<file path="config.mk">
export PLATFORM = sky130hd
export DESIGN_NAME = my_alu_seq
export DESIGN_NICKNAME = d
export VERILOG_FILES = /design/src/rtl/my_alu_seq_pkg.sv /design/src/rtl/my_alu_seq_iter.sv /design/src/rtl/my_alu_seq.sv
export SDC_FILE = /design/constraint.sdc
export NUM_CORES = 1
export LEC_CHECK = 0
export BUFFER_PORTS_ARGS = -buffer_cell sky130_fd_sc_hd__buf_2
export CORE_UTILIZATION = 60
export CTS_BUF_LIST = sky130_fd_sc_hd__clkbuf_8
export DETAILED_ROUTE_END_ITERATION = 16
export GPL_TIMING_DRIVEN = 0
export PLACE_DENSITY_LB_ADDON = 0.1
export SYNTH_ARGS = -nofsm -noshare
export SYNTH_HDL_FRONTEND = slang
export SYNTH_HIERARCHICAL = 1
export SYNTH_SLANG_ARGS = --single-unit
</file>
<file path="constraint.sdc">
create_clock -name clk -period 5 [get_ports clk]
set_clock_uncertainty 0.1 [all_clocks]
set_input_delay 0.25 -clock clk [delete_from_list [all_inputs] [get_ports clk]]
set_output_delay 0.25 -clock clk [all_outputs]
set_load 0.01 [all_outputs]
</file>
<file path="src/rtl/my_alu_seq_pkg.sv">
// -----------------------------------------------------------------------------
// my_alu_seq_pkg
// Shared definitions for the sequential ALU: width constants, operation
// encodings, FSM state encodings and a small helper that says whether an
// operation needs the multi-cycle iteration datapath.
// No ports (package).
// -----------------------------------------------------------------------------
package my_alu_seq_pkg;

  localparam int OPW  = 3;   // opcode width
  localparam int DW   = 8;   // operand width
  localparam int RW   = 9;   // result width
  localparam int ITER = 8;   // iterations for mul/div/rest

  typedef enum logic [OPW-1:0] {
    OP_ADD  = 3'd0,
    OP_SUB  = 3'd1,
    OP_MUL  = 3'd2,
    OP_DIV  = 3'd3,
    OP_REST = 3'd4
  } op_t;

  typedef enum logic [1:0] {
    ST_IDLE = 2'd0,
    ST_CALC = 2'd1,
    ST_DONE = 2'd2
  } state_t;

  // Division-family opcodes share the restoring datapath.
  function automatic logic is_div_op(input logic [OPW-1:0] op);
    return (op == OP_DIV) || (op == OP_REST);
  endfunction

  // mul always iterates; div/rest iterate only with a non-zero divisor,
  // a zero divisor is resolved immediately as an error.
  function automatic logic is_iterative(input logic [OPW-1:0] op,
                                        input logic [DW-1:0]  b);
    return (op == OP_MUL) || (is_div_op(op) && (b != '0));
  endfunction

endpackage

</file>
<file path="src/rtl/my_alu_seq_iter.sv">
// -----------------------------------------------------------------------------
// my_alu_iter
// One-bit-per-cycle iteration datapath shared by multiply (shift-add, LSB
// first) and divide/remainder (restoring division, MSB first).
// Ports:
//   clk, rst_n       clock, asynchronous active-low reset
//   load             initialise registers from a/b (accepting edge)
//   step             perform one iteration
//   div_mode         1 = restoring division, 0 = shift-add multiply
//   a, b             raw operands, used only when load=1
//   product_next     16-bit partial product after the current step
//   quotient_next    quotient register after the current step
//   remainder_next   remainder after the current step
// The *_next outputs are the register values the current step will write,
// so the owner can capture the final answer on the last iteration edge.
// -----------------------------------------------------------------------------
module my_alu_iter
  import my_alu_seq_pkg::*;
(
  input  logic            clk,
  input  logic            rst_n,
  input  logic            load,
  input  logic            step,
  input  logic            div_mode,
  input  logic [DW-1:0]   a,
  input  logic [DW-1:0]   b,
  output logic [2*DW-1:0] product_next,
  output logic [DW-1:0]   quotient_next,
  output logic [DW-1:0]   remainder_next
);

  // acc_reg : partial product (mul) or partial remainder (div)
  // opnd_reg: shifting multiplicand (mul) or divisor in low byte (div)
  // sh_reg  : multiplier shifting right (mul) or dividend/quotient (div)
  logic [2*DW-1:0] acc_reg,  acc_next;
  logic [2*DW-1:0] opnd_reg, opnd_next;
  logic [DW-1:0]   sh_reg,   sh_next;

  logic [DW:0]     rem_shift;
  logic [DW+1:0]   rem_diff;
  logic [DW:0]     rem_new;
  logic            q_bit;

  always_comb begin
    acc_next  = acc_reg;
    opnd_next = opnd_reg;
    sh_next   = sh_reg;
    rem_shift = {acc_reg[DW-1:0], sh_reg[DW-1]};
    rem_diff  = {1'b0, rem_shift} - {2'b00, opnd_reg[DW-1:0]};
    q_bit     = ~rem_diff[DW+1];
    rem_new   = q_bit ? rem_diff[DW:0] : rem_shift;
    if (div_mode) begin
      // Bring in the next dividend bit, subtract if it fits, and shift the
      // quotient bit into the vacated LSB of the dividend register.
      acc_next = {{(DW-1){1'b0}}, rem_new};
      sh_next  = {sh_reg[DW-2:0], q_bit};
    end else begin
      acc_next  = sh_reg[0] ? (acc_reg + opnd_reg) : acc_reg;
      opnd_next = {opnd_reg[2*DW-2:0], 1'b0};
      sh_next   = {1'b0, sh_reg[DW-1:1]};
    end
  end

  always_ff @(posedge clk or negedge rst_n) begin
    if (!rst_n) begin
      acc_reg  <= '0;
      opnd_reg <= '0;
      sh_reg   <= '0;
    end else if (load) begin
      acc_reg  <= '0;
      opnd_reg <= {{DW{1'b0}}, (div_mode ? b : a)};
      sh_reg   <= div_mode ? a : b;
    end else if (step) begin
      acc_reg  <= acc_next;
      opnd_reg <= opnd_next;
      sh_reg   <= sh_next;
    end
  end

  assign product_next   = acc_next;
  assign quotient_next  = sh_next;
  assign remainder_next = acc_next[DW-1:0];

endmodule

</file>
<file path="src/rtl/my_alu_seq.sv">
// -----------------------------------------------------------------------------
// my_alu_seq
// Sequential 8-bit ALU: add, sub, mul, div, rest. add/sub/errors finish one
// edge after accept; mul/div/rest iterate for 8 edges in my_alu_iter.
// Ports:
//   clk     rising-edge clock
//   rst_n   asynchronous active-low reset
//   start   request, sampled only in IDLE
//   op      0 add, 1 sub, 2 mul, 3 div, 4 rest, 5-7 invalid
//   a, b    8-bit unsigned operands
//   busy    high in CALC and DONE
//   done    one-cycle completion pulse (DONE state)
//   result  9-bit registered result
//   ovf     mul product did not fit in 9 bits
//   err     divide by zero or invalid op
// -----------------------------------------------------------------------------
module my_alu_seq
  import my_alu_seq_pkg::*;
(
  input  logic           clk,
  input  logic           rst_n,
  input  logic           start,
  input  logic [OPW-1:0] op,
  input  logic [DW-1:0]  a,
  input  logic [DW-1:0]  b,
  output logic           busy,
  output logic           done,
  output logic [RW-1:0]  result,
  output logic           ovf,
  output logic           err
);

  localparam logic [2:0] CNT_LAST = 3'(ITER - 1);

  state_t          state_reg;
  logic [2:0]      cnt_reg;
  logic [OPW-1:0]  op_reg;
  logic [DW-1:0]   a_reg;
  logic [DW-1:0]   b_reg;
  logic            busy_reg;
  logic            done_reg;
  logic [RW-1:0]   result_reg;
  logic            ovf_reg;
  logic            err_reg;

  logic            accept;
  logic            iter_run;
  logic            iter_step;
  logic            iter_div;
  logic [2*DW-1:0] prod_next;
  logic [DW-1:0]   quot_next;
  logic [DW-1:0]   rem_next;

  logic [RW-1:0]   fin_result;
  logic            fin_ovf;
  logic            fin_err;

  assign accept    = (state_reg == ST_IDLE) && start;
  assign iter_run  = is_iterative(op_reg, b_reg);
  assign iter_step = (state_reg == ST_CALC) && iter_run;
  // On the accepting edge the captured opcode is not yet registered, so the
  // datapath mode comes straight from the op input.
  assign iter_div  = accept ? is_div_op(op) : is_div_op(op_reg);

  my_alu_iter u_iter (
    .clk            (clk),
    .rst_n          (rst_n),
    .load           (accept),
    .step           (iter_step),
    .div_mode       (iter_div),
    .a              (a),
    .b              (b),
    .product_next   (prod_next),
    .quotient_next  (quot_next),
    .remainder_next (rem_next)
  );

  // Final values written on the edge entering DONE. For iterative ops this is
  // the last step edge, hence the use of the datapath's *_next outputs.
  always_comb begin
    fin_result = '0;
    fin_ovf    = 1'b0;
    fin_err    = 1'b0;
    case (op_t'(op_reg))
      OP_ADD: fin_result = {1'b0, a_reg} + {1'b0, b_reg};
      OP_SUB: fin_result = {1'b0, a_reg} - {1'b0, b_reg};
      OP_MUL: begin
        fin_result = prod_next[RW-1:0];
        fin_ovf    = |prod_next[2*DW-1:RW];
      end
      OP_DIV: begin
        if (b_reg == '0) begin
          fin_result = '1;
          fin_err    = 1'b1;
        end else begin
          fin_result = {1'b0, quot_next};
        end
      end
      OP_REST: begin
        if (b_reg == '0) begin
          fin_result = {1'b0, a_reg};
          fin_err    = 1'b1;
        end else begin
          fin_result = {1'b0, rem_next};
        end
      end
      default: fin_err = 1'b1;
    endcase
  end

  always_ff @(posedge clk or negedge rst_n) begin
    if (!rst_n) begin
      state_reg  <= ST_IDLE;
      cnt_reg    <= '0;
      op_reg     <= '0;
      a_reg      <= '0;
      b_reg      <= '0;
      busy_reg   <= 1'b0;
      done_reg   <= 1'b0;
      result_reg <= '0;
      ovf_reg    <= 1'b0;
      err_reg    <= 1'b0;
    end else begin
      case (state_reg)
        ST_IDLE: begin
          done_reg <= 1'b0;
          if (start) begin
            op_reg    <= op;
            a_reg     <= a;
            b_reg     <= b;
            ovf_reg   <= 1'b0;
            err_reg   <= 1'b0;
            cnt_reg   <= '0;
            busy_reg  <= 1'b1;
            state_reg <= ST_CALC;
          end
        end
        ST_CALC: begin
          if (iter_run) begin
            cnt_reg <= cnt_reg + 3'd1;  // wraps 7 -> 0 on the last step
          end
          if (!iter_run || (cnt_reg == CNT_LAST)) begin
            result_reg <= fin_result;
            ovf_reg    <= fin_ovf;
            err_reg    <= fin_err;
            done_reg   <= 1'b1;
            state_reg  <= ST_DONE;
          end
        end
        ST_DONE: begin
          done_reg  <= 1'b0;
          busy_reg  <= 1'b0;
          state_reg <= ST_IDLE;
        end
        default: begin
          done_reg  <= 1'b0;
          busy_reg  <= 1'b0;
          state_reg <= ST_IDLE;
        end
      endcase
    end
  end

  assign busy   = busy_reg;
  assign done   = done_reg;
  assign result = result_reg;
  assign ovf    = ovf_reg;
  assign err    = err_reg;

endmodule

</file>
Yosys cells after proc, flatten, opt, wreduce, memory -nomap -nowiden
Cells that the tools add are included.
{ "classes": {"bitwise_logic": 2, "n_eq_ne": 12, "n_reduce_logical": 24, "addsub": 5, "muxes": 35} }
{ "ops": {"columns": ["cell", "count"], "rows": [
  ["$mux W16", 7],
  ["$mux W8", 6],
  ["$pmux W9 S5", 1],
  ["$mux W9", 2],
  ["$add A16 B16 Y16", 1],
  ["$reduce_and A2 Y1", 5],
  ["$sub A9 B8 Y10", 1],
  ["$add A8 B8 Y9", 1],
  ["$eq A3 B2 Y1 const B", 3],
  ["$eq A3 B3 Y1 const B", 3],
  ["$mux W1", 9],
  ["$sub A8 B8 Y9", 1],
  ["$logic_not A8 Y1", 1],
  ["$pmux W1 S2", 4],
  ["$reduce_bool A8 Y1", 1],
  ["$reduce_or A7 Y1", 1],
  ["$mux W3", 2],
  ["$ne A2 B2 Y1 const B", 3],
  ["$pmux W3 S2", 1],
  ["$reduce_and A3 Y1", 2],
  ["$logic_or A1 B1 Y1", 4],
  ["$mux W2", 2],
  ["$pmux W2 S2", 1],
  ["$reduce_bool A2 Y1", 2],
  ["other kinds (11)", 14]
]} }
{ "word_totals": {"inputBits": 22, "reg_bits": 77, "output_inout_bits": 13} }

Longest topological paths before layout
Gate-level depths: netlist of run 1.
{ "logic_depth": {"depth_word": 8, "depth_mapped": 15, "depth_no_buf": 15} }

Hierarchy
The synthesis of run 1 kept the hierarchy.
{ "modules_own_cells": {"columns": ["module", "seq_area_each_um2", "area_per_inst_um2", "cells_each", "instances"], "rows": [
  ["my_alu_iter", 1001.0, 3612.2, 435, 1],
  ["my_alu_seq", 925.9, 2482.4, 290, 1]
]} }

Worst setup path before layout of run 1
No wires, ideal clock.
{ "synth_path": {"path_type": "reg2reg", "start": "register op_reg[2]", "end": "register ovf_reg (netlist: ovf)", "t_arrival_ps": 3368, "synth_period_minus_slack_ps": 3595, "path_buffers": 5, "required_time_ps": 4772, "setup_ps": 128, "stages_incl_launch_ff": 15, "setup_slack_ps": 1405, "cell_sequence": "dfrtp_1 > buf_4 > inv_1 > nor3_2 > a21oi_1 > a21oi_1 > clkbuf_1 > buf_2 > buf_1 > clkbuf_1 > nor2_1 > or4_1 > nor4_1 > nor4_1 > mux2_1"} }
{ "synth_via": {"elab_chain_cells": 8, "elab_cells_between_ends": 16, "classes_between": "eq/ne (4); mux (5); reduce/logical (7)"} }
{ "synth_lines": {"columns": ["item", "line", "text"], "rows": [
  ["start: declaration", "my_alu_seq.sv:37", "logic [OPW-1:0] op_reg;"],
  ["start signal: assignment", "my_alu_seq.sv:128", "op_reg <= op;"],
  ["$eq A3 B2 Y1 or $eq A3 B3 Y1 (tied branches)", "my_alu_seq_pkg.sv:31", "return (op == OP_DIV) || (op == OP_REST);"],
  ["$logic_or A1 B1 Y1 *", "my_alu_seq_pkg.sv:31", null],
  ["$mux W1 *", "my_alu_seq.sv:63", "assign iter_div = accept ? is_div_op(op) : is_div_op(op_reg);"],
  ["named net iter_div", "my_alu_seq.sv:49", "logic iter_div;"],
  ["$mux W16 *", "my_alu_seq_iter.sv:52", "if (div_mode) begin"],
  ["named net prod_next[11]", "my_alu_seq.sv:50", "logic [2*DW-1:0] prod_next;"],
  ["$reduce_or A7 Y1 *", "my_alu_seq.sv:89", "fin_ovf = |prod_next[2*DW-1:RW];"],
  ["$mux W1 *", "my_alu_seq.sv:84", "case (op_t'(op_reg))"],
  ["$mux W1 *", "my_alu_seq.sv:142", "if (!iter_run || (cnt_reg == CNT_LAST)) begin"],
  ["$pmux W1 S2 *", "my_alu_seq.sv:124", "case (state_reg)"],
  ["end signal: assignment", "my_alu_seq.sv:144", "ovf_reg <= fin_ovf;"],
  ["end: declaration", "my_alu_seq.sv:43", "logic ovf_reg;"]
]} }
The timed path passes the listed nets; every way through them passes the cells marked *. The select of a mux whose other input is x is not followed.
A chain may end at the register's enable or synchronous reset.

Worst setup path after layout of run 1
{ "layout_path": {"start": "register op_reg[0]", "end": "register ovf_reg (netlist: ovf)"} }
The elaborated chain is that of the path after synthesis.

==> results of run 1 <==
==> stage by stage <==
step | instance area, um2 | cells | hold slack [ns] | total power (W)
finish | 6660 | 910 | 0.0172 | 0.00519
global route | 6660 | 910 | 0.0228 | 0.00558
CTS | 6650 | 910 | 0.00498 | 0.00508
detailed placement | 6460 | 893 | -0.00731 | 0.00461
global placement | 6430 | 892 | 0.371 | 0.00446
floorplan | 6090 | 725 | -0.146 | 0.00368
==> what timing repair did <==
item | 4_1_cts | 5_1_grt
endpoints found under the hold margin | 77 | 0
gates resized for setup | 0 | 3
setup endpoints to repair | 0 | 1
hold buffers | 1 | 0
==> cells by family after synthesis <==
family / after synthesis / share of synthesized area (%)
DFF: 77 / 31.6
xor gates and xnor gates: 24 / 3.45
and+or+nand+nor: 260 / 20.2
adders and majority gates: 37 / 7.97
AOI/OAI and AO/OA: 213 / 23.2
muxes: 40 / 8.09
buffers and inverters: 74 / 5.56
==> layer usage <==
metal  track usage (%)  vias to the layer above
met3              6.71                       67
met4              15.8                        0
met2              53.7                      340
met5                 0                        -
met1              51.7                     2875
li1                  -                     2715
==> how the worst max path moves through the flow <==
stage / startpoint / to / slack (ns)
2_1_floorplan: op_reg[2] / ovf / 1.40
3_3_place_gp: op_reg[2] / ovf / 0.32
3_5_place_dp: op_reg[2] / ovf / 0.26
4_1_cts: op_reg[2] / ovf / 0.22
5_1_grt: op_reg[0] / ovf / 0.06
6_report: op_reg[0] / ovf / 0.35
==> cells in the mapped netlist (all sizes together), types with 13 or more instances <==
cell | number | area share [%]
nand3 | 16 | 1.3
dfrtp | 77 | 32
o21ai | 42 | 3.6
clkbuf | 20 | 1.2
nor2 | 70 | 4.3
a31oi | 13 | 1.3
nand2 | 102 | 6.3
buf | 22 | 2.4
inv | 30 | 1.8
ha | 34 | 7.0
mux2i | 20 | 3.3
a21oi | 64 | 5.3
mux2 | 14 | 2.6
==> power by group through the flow <==
stage / clock network (W) / logic, W / registers [W]
after floorplan: 0 / 0.00263 / 0.00105
after global placement: 0 / 0.00335 / 0.00111
after detailed placement: 0 / 0.00348 / 0.00112
after CTS: 0.000465 / 0.00351 / 0.00111
after global routing: 0.000489 / 0.00394 / 0.00115
final: 0.000458 / 0.00361 / 0.00112
==> cell usage in the layout (no fill, tap or decap), types with 5 or more instances in the layout <==
cell / netlist / layout
sky130_fd_sc_hd__nand3_1: 16 / 16
sky130_fd_sc_hd__mux2i_1: 20 / 20
sky130_fd_sc_hd__mux4_2: 6 / 6
sky130_fd_sc_hd__nor2_1: 70 / 70
sky130_fd_sc_hd__ha_1: 34 / 34
sky130_fd_sc_hd__a21o_1: 12 / 12
sky130_fd_sc_hd__clkbuf_1: 20 / 19
sky130_fd_sc_hd__nand2_1: 101 / 101
sky130_fd_sc_hd__or3_1: 9 / 9
sky130_fd_sc_hd__o21ai_0: 38 / 38
sky130_fd_sc_hd__nor2b_1: 9 / 9
sky130_fd_sc_hd__xnor2_1: 12 / 12
sky130_fd_sc_hd__and3_1: 5 / 5
sky130_fd_sc_hd__buf_2: 7 / 40
sky130_fd_sc_hd__xor2_1: 12 / 12
sky130_fd_sc_hd__mux2_2: 13 / 13
sky130_fd_sc_hd__inv_1: 30 / 30
sky130_fd_sc_hd__clkbuf_8: 0 / 9
sky130_fd_sc_hd__nor3_1: 11 / 11
sky130_fd_sc_hd__a31oi_1: 13 / 13
sky130_fd_sc_hd__a21boi_0: 7 / 7
sky130_fd_sc_hd__a21oi_1: 63 / 63
sky130_fd_sc_hd__dfrtp_1: 77 / 77
sky130_fd_sc_hd__a211oi_1: 10 / 10
sky130_fd_sc_hd__a31o_2: 8 / 8
sky130_fd_sc_hd__o21a_1: 7 / 7
sky130_fd_sc_hd__and2_1: 5 / 5
sky130_fd_sc_hd__buf_4: 10 / 11
sky130_fd_sc_hd__nor4_1: 7 / 7
==> layout make-up <==
| type | instances | area, um2 |
|---|---|---|
| Clock inverter | 7 | 56.3 |
| Multi-Input combinational cell | 574 | 3830 |
| Tap cell | 133 | 166 |
| Inverter | 32 | 120 |
| Buffer | 42 | 220 |
| Sequential cell | 77 | 1930 |
| Clock buffer | 9 | 124 |
| Fill cell | 871 | 3160 |
| Timing Repair Buffer | 36 | 210 |
==> worst max-delay path, stage by stage (launching register included) <==
cell,delay [ns]
sky130_fd_sc_hd__dfrtp_1,0.44
sky130_fd_sc_hd__buf_2,0.26
sky130_fd_sc_hd__clkbuf_1,0.44
sky130_fd_sc_hd__a21oi_1,0.15
sky130_fd_sc_hd__a21oi_1,0.22
sky130_fd_sc_hd__clkbuf_1,0.33
sky130_fd_sc_hd__buf_2,0.29
sky130_fd_sc_hd__buf_2,0.26
sky130_fd_sc_hd__buf_2,0.34
sky130_fd_sc_hd__nor3b_1,0.09
sky130_fd_sc_hd__a31o_2,0.23
sky130_fd_sc_hd__or4_1,0.51
sky130_fd_sc_hd__nor4_1,0.47
sky130_fd_sc_hd__nor4_1,0.09
sky130_fd_sc_hd__mux2_1,0.30
==> summary.txt, run 1 <==
RUN STATUS
----------------------------------------------------------------------------------------
Run status ................................................................ finished, final reports clean

SYNTHESIS
----------------------------------------------------------------------------------------
Synthesis-stage register bit count ........................................           77
Average size of a mapped cell .............................................     8.41 um2
Async set-reset flop share out of synthesis ...............................         100%
Gate count of the mapped netlist ..........................................          725
Cell area after technology mapping ........................................     6090 um2
Total number of yosys warnings ............................................            6
Count of flip-flops with a built-in enable after synthesis ................            0
Most common flop cell mapped by yosys ..................................... sky130_fd_sc_hd__dfrtp_1
Synth Net Count ...........................................................          784
Sequential area share after synthesis .....................................        31.6%
Distinct cell type count after synthesis ..................................           75

FLOORPLANNING
----------------------------------------------------------------------------------------
Std-Cell Core Area ........................................................     9820 um2
Die Y-Extent ..............................................................       103 um
Area of the die ...........................................................    10600 um2
Row cnt ...................................................................           36
Horiz. Die Dim ............................................................       103 um
Count of boundary I/O pins ................................................           35
Initial Utilization .......................................................        62.1%

STA
----------------------------------------------------------------------------------------
Final Critical Period .....................................................      4.65 ns
Final hold vios ...........................................................            0
Actual slew at the worst max-slew pin .....................................     0.812 ns
Summed negative setup slack over all endpoints ............................         0 ns
Pins over their slew limit ................................................            0
Post-layout worst setup margin ............................................     0.345 ns
Highest Clock Rate ........................................................    0.215 GHz
Total of endpoints with negative setup slack in the final report ..........            0
RSZ-0062 raised after global routing ......................................           no
Portion of the clock cycle consumed by the worst path in the final layout .        93.1%
Normalized max-slew margin ................................................        45.5%

GLOBAL ROUTE
----------------------------------------------------------------------------------------
Global routing usage summed across all routing layers .....................        36.2%
GRT Residual Overflow .....................................................            0
First-pass GRT wire length ................................................     28800 um
Vias in the first global route ............................................         5484
Largest net degree at the start of global routing .........................           72
Number of antenna violations at the first check in global routing .........            0

CRITICAL PATH
----------------------------------------------------------------------------------------
Launching point of the worst reg2reg path .................................    op_reg[0]
Critical path endpoint category ...........................................         flop
Kind of start point of the critical path ..................................         flop
FF-to-FF setup slack ......................................................      0.35 ns
Critical path arrival .....................................................      4.82 ns
Largest fanout on the critical path .......................................           10
Type of the worst setup path ..............................................      reg2reg
Data required, critical path ..............................................      5.16 ns
Depth of the worst register-to-register path ..............................           14
R2r endpoint ..............................................................          ovf

DETAILED ROUTING
----------------------------------------------------------------------------------------
DRC marker count from the first detailed-route iteration ..................          496
Met3 wire len .............................................................      1660 um
Routed length on met1 .....................................................      7930 um
Met2 routed WL ............................................................      7970 um
Average wire per standard cell ............................................      20.1 um
Overall via count from detail_route .......................................         5997
Topmost layer with routed signal wires ....................................         met4
Residual DRC count ........................................................            0
First-pass DRT Iterations .................................................            7
Drt total wl ..............................................................     18300 um
Number of antenna-violating nets in the routed design .....................            0
Vias per std cell .........................................................         6.59

PWR
----------------------------------------------------------------------------------------
Fraction of power consumed by sequential logic ............................        21.7%
Standby leakage power .....................................................      3.05 nW
Power spent charging and discharging nets .................................    0.00268 W
Fraction of power spent switching nets ....................................        51.6%
Clock network fraction of design power ....................................         8.8%
Power share of the combinational group ....................................        69.5%
Worst-case vdd ir drop ....................................................     0.441 mV
Power per standard cell area ..............................................   779 nW/um2
Internal cell power .......................................................    0.00251 W

FINAL LAYOUT
----------------------------------------------------------------------------------------
Layout Utilization ........................................................        67.8%
Count of inserted antenna diode cells .....................................            0
Relative area change from synthesis to final layout .......................        9.26%
Net count reported at finish ..............................................          831
Layout cells sized above 1 ................................................        14.9%

CTS
----------------------------------------------------------------------------------------
Clock network latency to the later pin of the worst-skew pair .............      0.37 ns
Post-CTS Setup Inserts ....................................................            0
Number of buffers created by CTS ..........................................            9
Clock sinks ...............................................................           77
Clock H-tree levels .......................................................            3
Clock slew at reported path FFs ...........................................      0.10 ns
CTS max path bufs .........................................................            2
Clock tree from TritonCTS .................................................          yes
Root Buffer ............................................................... sky130_fd_sc_hd__clkbuf_8

MIN PATH
----------------------------------------------------------------------------------------
Critical hold path startpoint .............................................        op[2]
Worst hold path class .....................................................       in2reg
Hold Path Cell Cnt ........................................................            3
Hold Path Sink ............................................................    op_reg[2]

PLACED DESIGN
----------------------------------------------------------------------------------------
Buffers added on ports ....................................................           34
Worst-case setup slack after placement ....................................     0.261 ns
Gp weighted congestion ....................................................        0.935
Half-perimeter wire length after detailed placement .......................     13800 um

FLOW RUN
----------------------------------------------------------------------------------------
Maxcap violations .........................................................            0

(Power assumes the default switching activity.)
==> inputs of run 2 (changes only) <==
CORE_UTILIZATION = 50   (was 60)
clock period = 5.6 ns   (was 5 ns; I/O delays follow)
==> summary.txt, run 2 (synthesized netlist as in run 1, its figures left out) <==
CTS
----------------------------------------------------------------------------------------
Clock network latency to the later pin of the worst-skew pair .............      0.39 ns
Clock slew at reported path FFs ...........................................      0.10 ns
Clock H-tree levels .......................................................            3
Root Buffer ............................................................... sky130_fd_sc_hd__clkbuf_8
Post-CTS Setup Inserts ....................................................            0
Clock sinks ...............................................................           77
Number of buffers inserted by hold repair at cts ..........................            1
Clock tree from TritonCTS .................................................          yes
Number of buffers created by CTS ..........................................            9
Post-cts sizing count .....................................................            0
CTS max path bufs .........................................................            2

STA
----------------------------------------------------------------------------------------
Highest Clock Rate ........................................................    0.201 GHz
Summed negative setup slack over all endpoints ............................         0 ns
Pins over their slew limit ................................................            0
Worst hold slack across all endpoints .....................................    0.0263 ns
RSZ-0062 raised after global routing ......................................           no
Final hold vios ...........................................................            0
Total of endpoints with negative setup slack in the final report ..........            0
Portion of the clock cycle consumed by the worst path in the final layout .        88.9%
Final Critical Period .....................................................      4.98 ns
Actual slew at the worst max-slew pin .....................................     0.917 ns
Normalized max-slew margin ................................................        38.7%

CRITICAL PATH
----------------------------------------------------------------------------------------
Type of the worst setup path ..............................................      reg2reg
Critical path arrival .....................................................      5.16 ns
Largest fanout on the critical path .......................................           10
Critical path endpoint category ...........................................         flop
Data required, critical path ..............................................      5.78 ns
Kind of start point of the critical path ..................................         flop

PWR
----------------------------------------------------------------------------------------
Power per standard cell area ..............................................   698 nW/um2
Power share of the combinational group ....................................        68.8%
Fraction of power spent switching nets ....................................        51.1%
Fraction of power consumed by sequential logic ............................        21.2%
Worst-case vdd ir drop ....................................................     0.307 mV
Standby leakage power .....................................................      3.05 nW
Clock network fraction of design power ....................................         9.9%
Internal cell power .......................................................    0.00228 W
Power spent charging and discharging nets .................................    0.00239 W
Power consumption .........................................................    0.00467 W

DETAILED ROUTING
----------------------------------------------------------------------------------------
Number of antenna-violating nets in the routed design .....................            0
Vias per std cell .........................................................         6.27
Average wire per standard cell ............................................      19.9 um
Drt total wl ..............................................................     18300 um
DRC marker count from the first detailed-route iteration ..................          518
Overall via count from detail_route .......................................         5764
First-pass DRT Iterations .................................................            8
Residual DRC count ........................................................            0

FLOORPLANNING
----------------------------------------------------------------------------------------
Area of the die ...........................................................    12600 um2
Row cnt ...................................................................           39
Count of boundary I/O pins ................................................           35
Horiz. Die Dim ............................................................       112 um
Std-Cell Core Area ........................................................    11700 um2
Initial Utilization .......................................................        52.3%
Die Y-Extent ..............................................................       112 um

GLOBAL ROUTE
----------------------------------------------------------------------------------------
Vias in the first global route ............................................         5514
GRT Residual Overflow .....................................................            0
Number of antenna violations at the first check in global routing .........            0
Largest net degree at the start of global routing .........................           53
Global routing usage summed across all routing layers .....................        30.8%
First-pass GRT wire length ................................................     29500 um

FINAL LAYOUT
----------------------------------------------------------------------------------------
Most common cell after layout, fill and taps aside ........................ sky130_fd_sc_hd__nand2_1
Commonest cells after routing, fill and taps aside ........................ 101 x sky130_fd_sc_hd__nand2_1, 77 x sky130_fd_sc_hd__dfrtp_1, 70 x sky130_fd_sc_hd__nor2_1, 63 x sky130_fd_sc_hd__a21oi_1, 40 x sky130_fd_sc_hd__buf_2
Final std cell area, no fill ..............................................     6690 um2
Count of inserted antenna diode cells .....................................            0
Layout cells sized above 1 ................................................        14.8%
Relative area change from synthesis to final layout .......................        9.73%
Final cell count without fillers ..........................................          920
Net count reported at finish ..............................................          831

FLOW RUN
----------------------------------------------------------------------------------------
Maxcap violations .........................................................            0

PLACED DESIGN
----------------------------------------------------------------------------------------
Number of placed instances, taps included .................................          903
Half-perimeter wire length after detailed placement .......................     14100 um
Dpl cell area .............................................................     6470 um2
Gp weighted congestion ....................................................        0.931
Buffers added on ports ....................................................           34

RUN STATUS
----------------------------------------------------------------------------------------
Run status ................................................................ finished, final reports clean

MIN PATH
----------------------------------------------------------------------------------------
Worst hold path class .....................................................       in2reg

==> run 2: area by class of cell <==
type | instances | area, um2
flip-flops and latches | 77 | 1930
fillers | 1114 | 4970
plain buffers | 42 | 219
clock inverters | 7 | 80.1
multi-input cells | 574 | 3830
clock buffers | 9 | 124
well taps | 143 | 179
repair buffers | 36 | 210
inverters | 32 | 120
==> run 2: worst max-delay path, stage by stage (launching register included) <==
cell and delay, ns:
sky130_fd_sc_hd__dfrtp_1 0.36, sky130_fd_sc_hd__buf_4 0.18, sky130_fd_sc_hd__inv_1 0.13, sky130_fd_sc_hd__nor3_2 0.61
sky130_fd_sc_hd__a21oi_1 0.14, sky130_fd_sc_hd__a21oi_1 0.23, sky130_fd_sc_hd__clkbuf_1 0.34, sky130_fd_sc_hd__buf_2 0.34
sky130_fd_sc_hd__buf_1 0.43, sky130_fd_sc_hd__clkbuf_1 0.47, sky130_fd_sc_hd__nor2_1 0.09, sky130_fd_sc_hd__or4_1 0.54
sky130_fd_sc_hd__nor4_1 0.52, sky130_fd_sc_hd__nor4_1 0.09, sky130_fd_sc_hd__mux2_1 0.30
==> run 2: path summary, 6_finish.rpt <==
path	start	end	slack [ns]	cells after the start
worst max-delay path	op_reg[2]	ovf	0.62	14
worst min-delay path	op[0]	op_reg[0]	0.03	3
worst max register to register	op_reg[2]	ovf	0.62	14
worst min register to register	cnt_reg[0]	cnt_reg[0]	0.39	1
max in group asynchronous	rst_n	done	4.57	3
min in group asynchronous	rst_n	result[1]	0.24	2
==> run 2: per-layer routing <==
metal	global-route usage [%]	part of all wire, %
met3	6.80	7.7
met4	10.5	2.3
met1	44.3	46
met2	45.8	44
met5	0	0
==> run 2: power groups by stage <==
stage	sequential [W]	combinational [W]	clock [W]
2_1_floorplan	0.000936	0.00235	0
3_3_place_gp	0.000989	0.00306	0
3_5_place_dp	0.000997	0.00313	0
4_1_cts	0.000985	0.00315	0.000472
5_1_grt	0.00102	0.00351	0.000492
6_report	0.000992	0.00321	0.000463
==> run 2: stage by stage <==
step | util [%] | setup slack, ns
2_1_floorplan | - | 2.00
3_3_place_gp | 55.3 | 0.677
3_5_place_dp | 55.5 | 0.688
4_1_cts | 57.3 | 0.652
5_1_grt | 57.3 | 0.343
6_report | 57.3 | 0.624
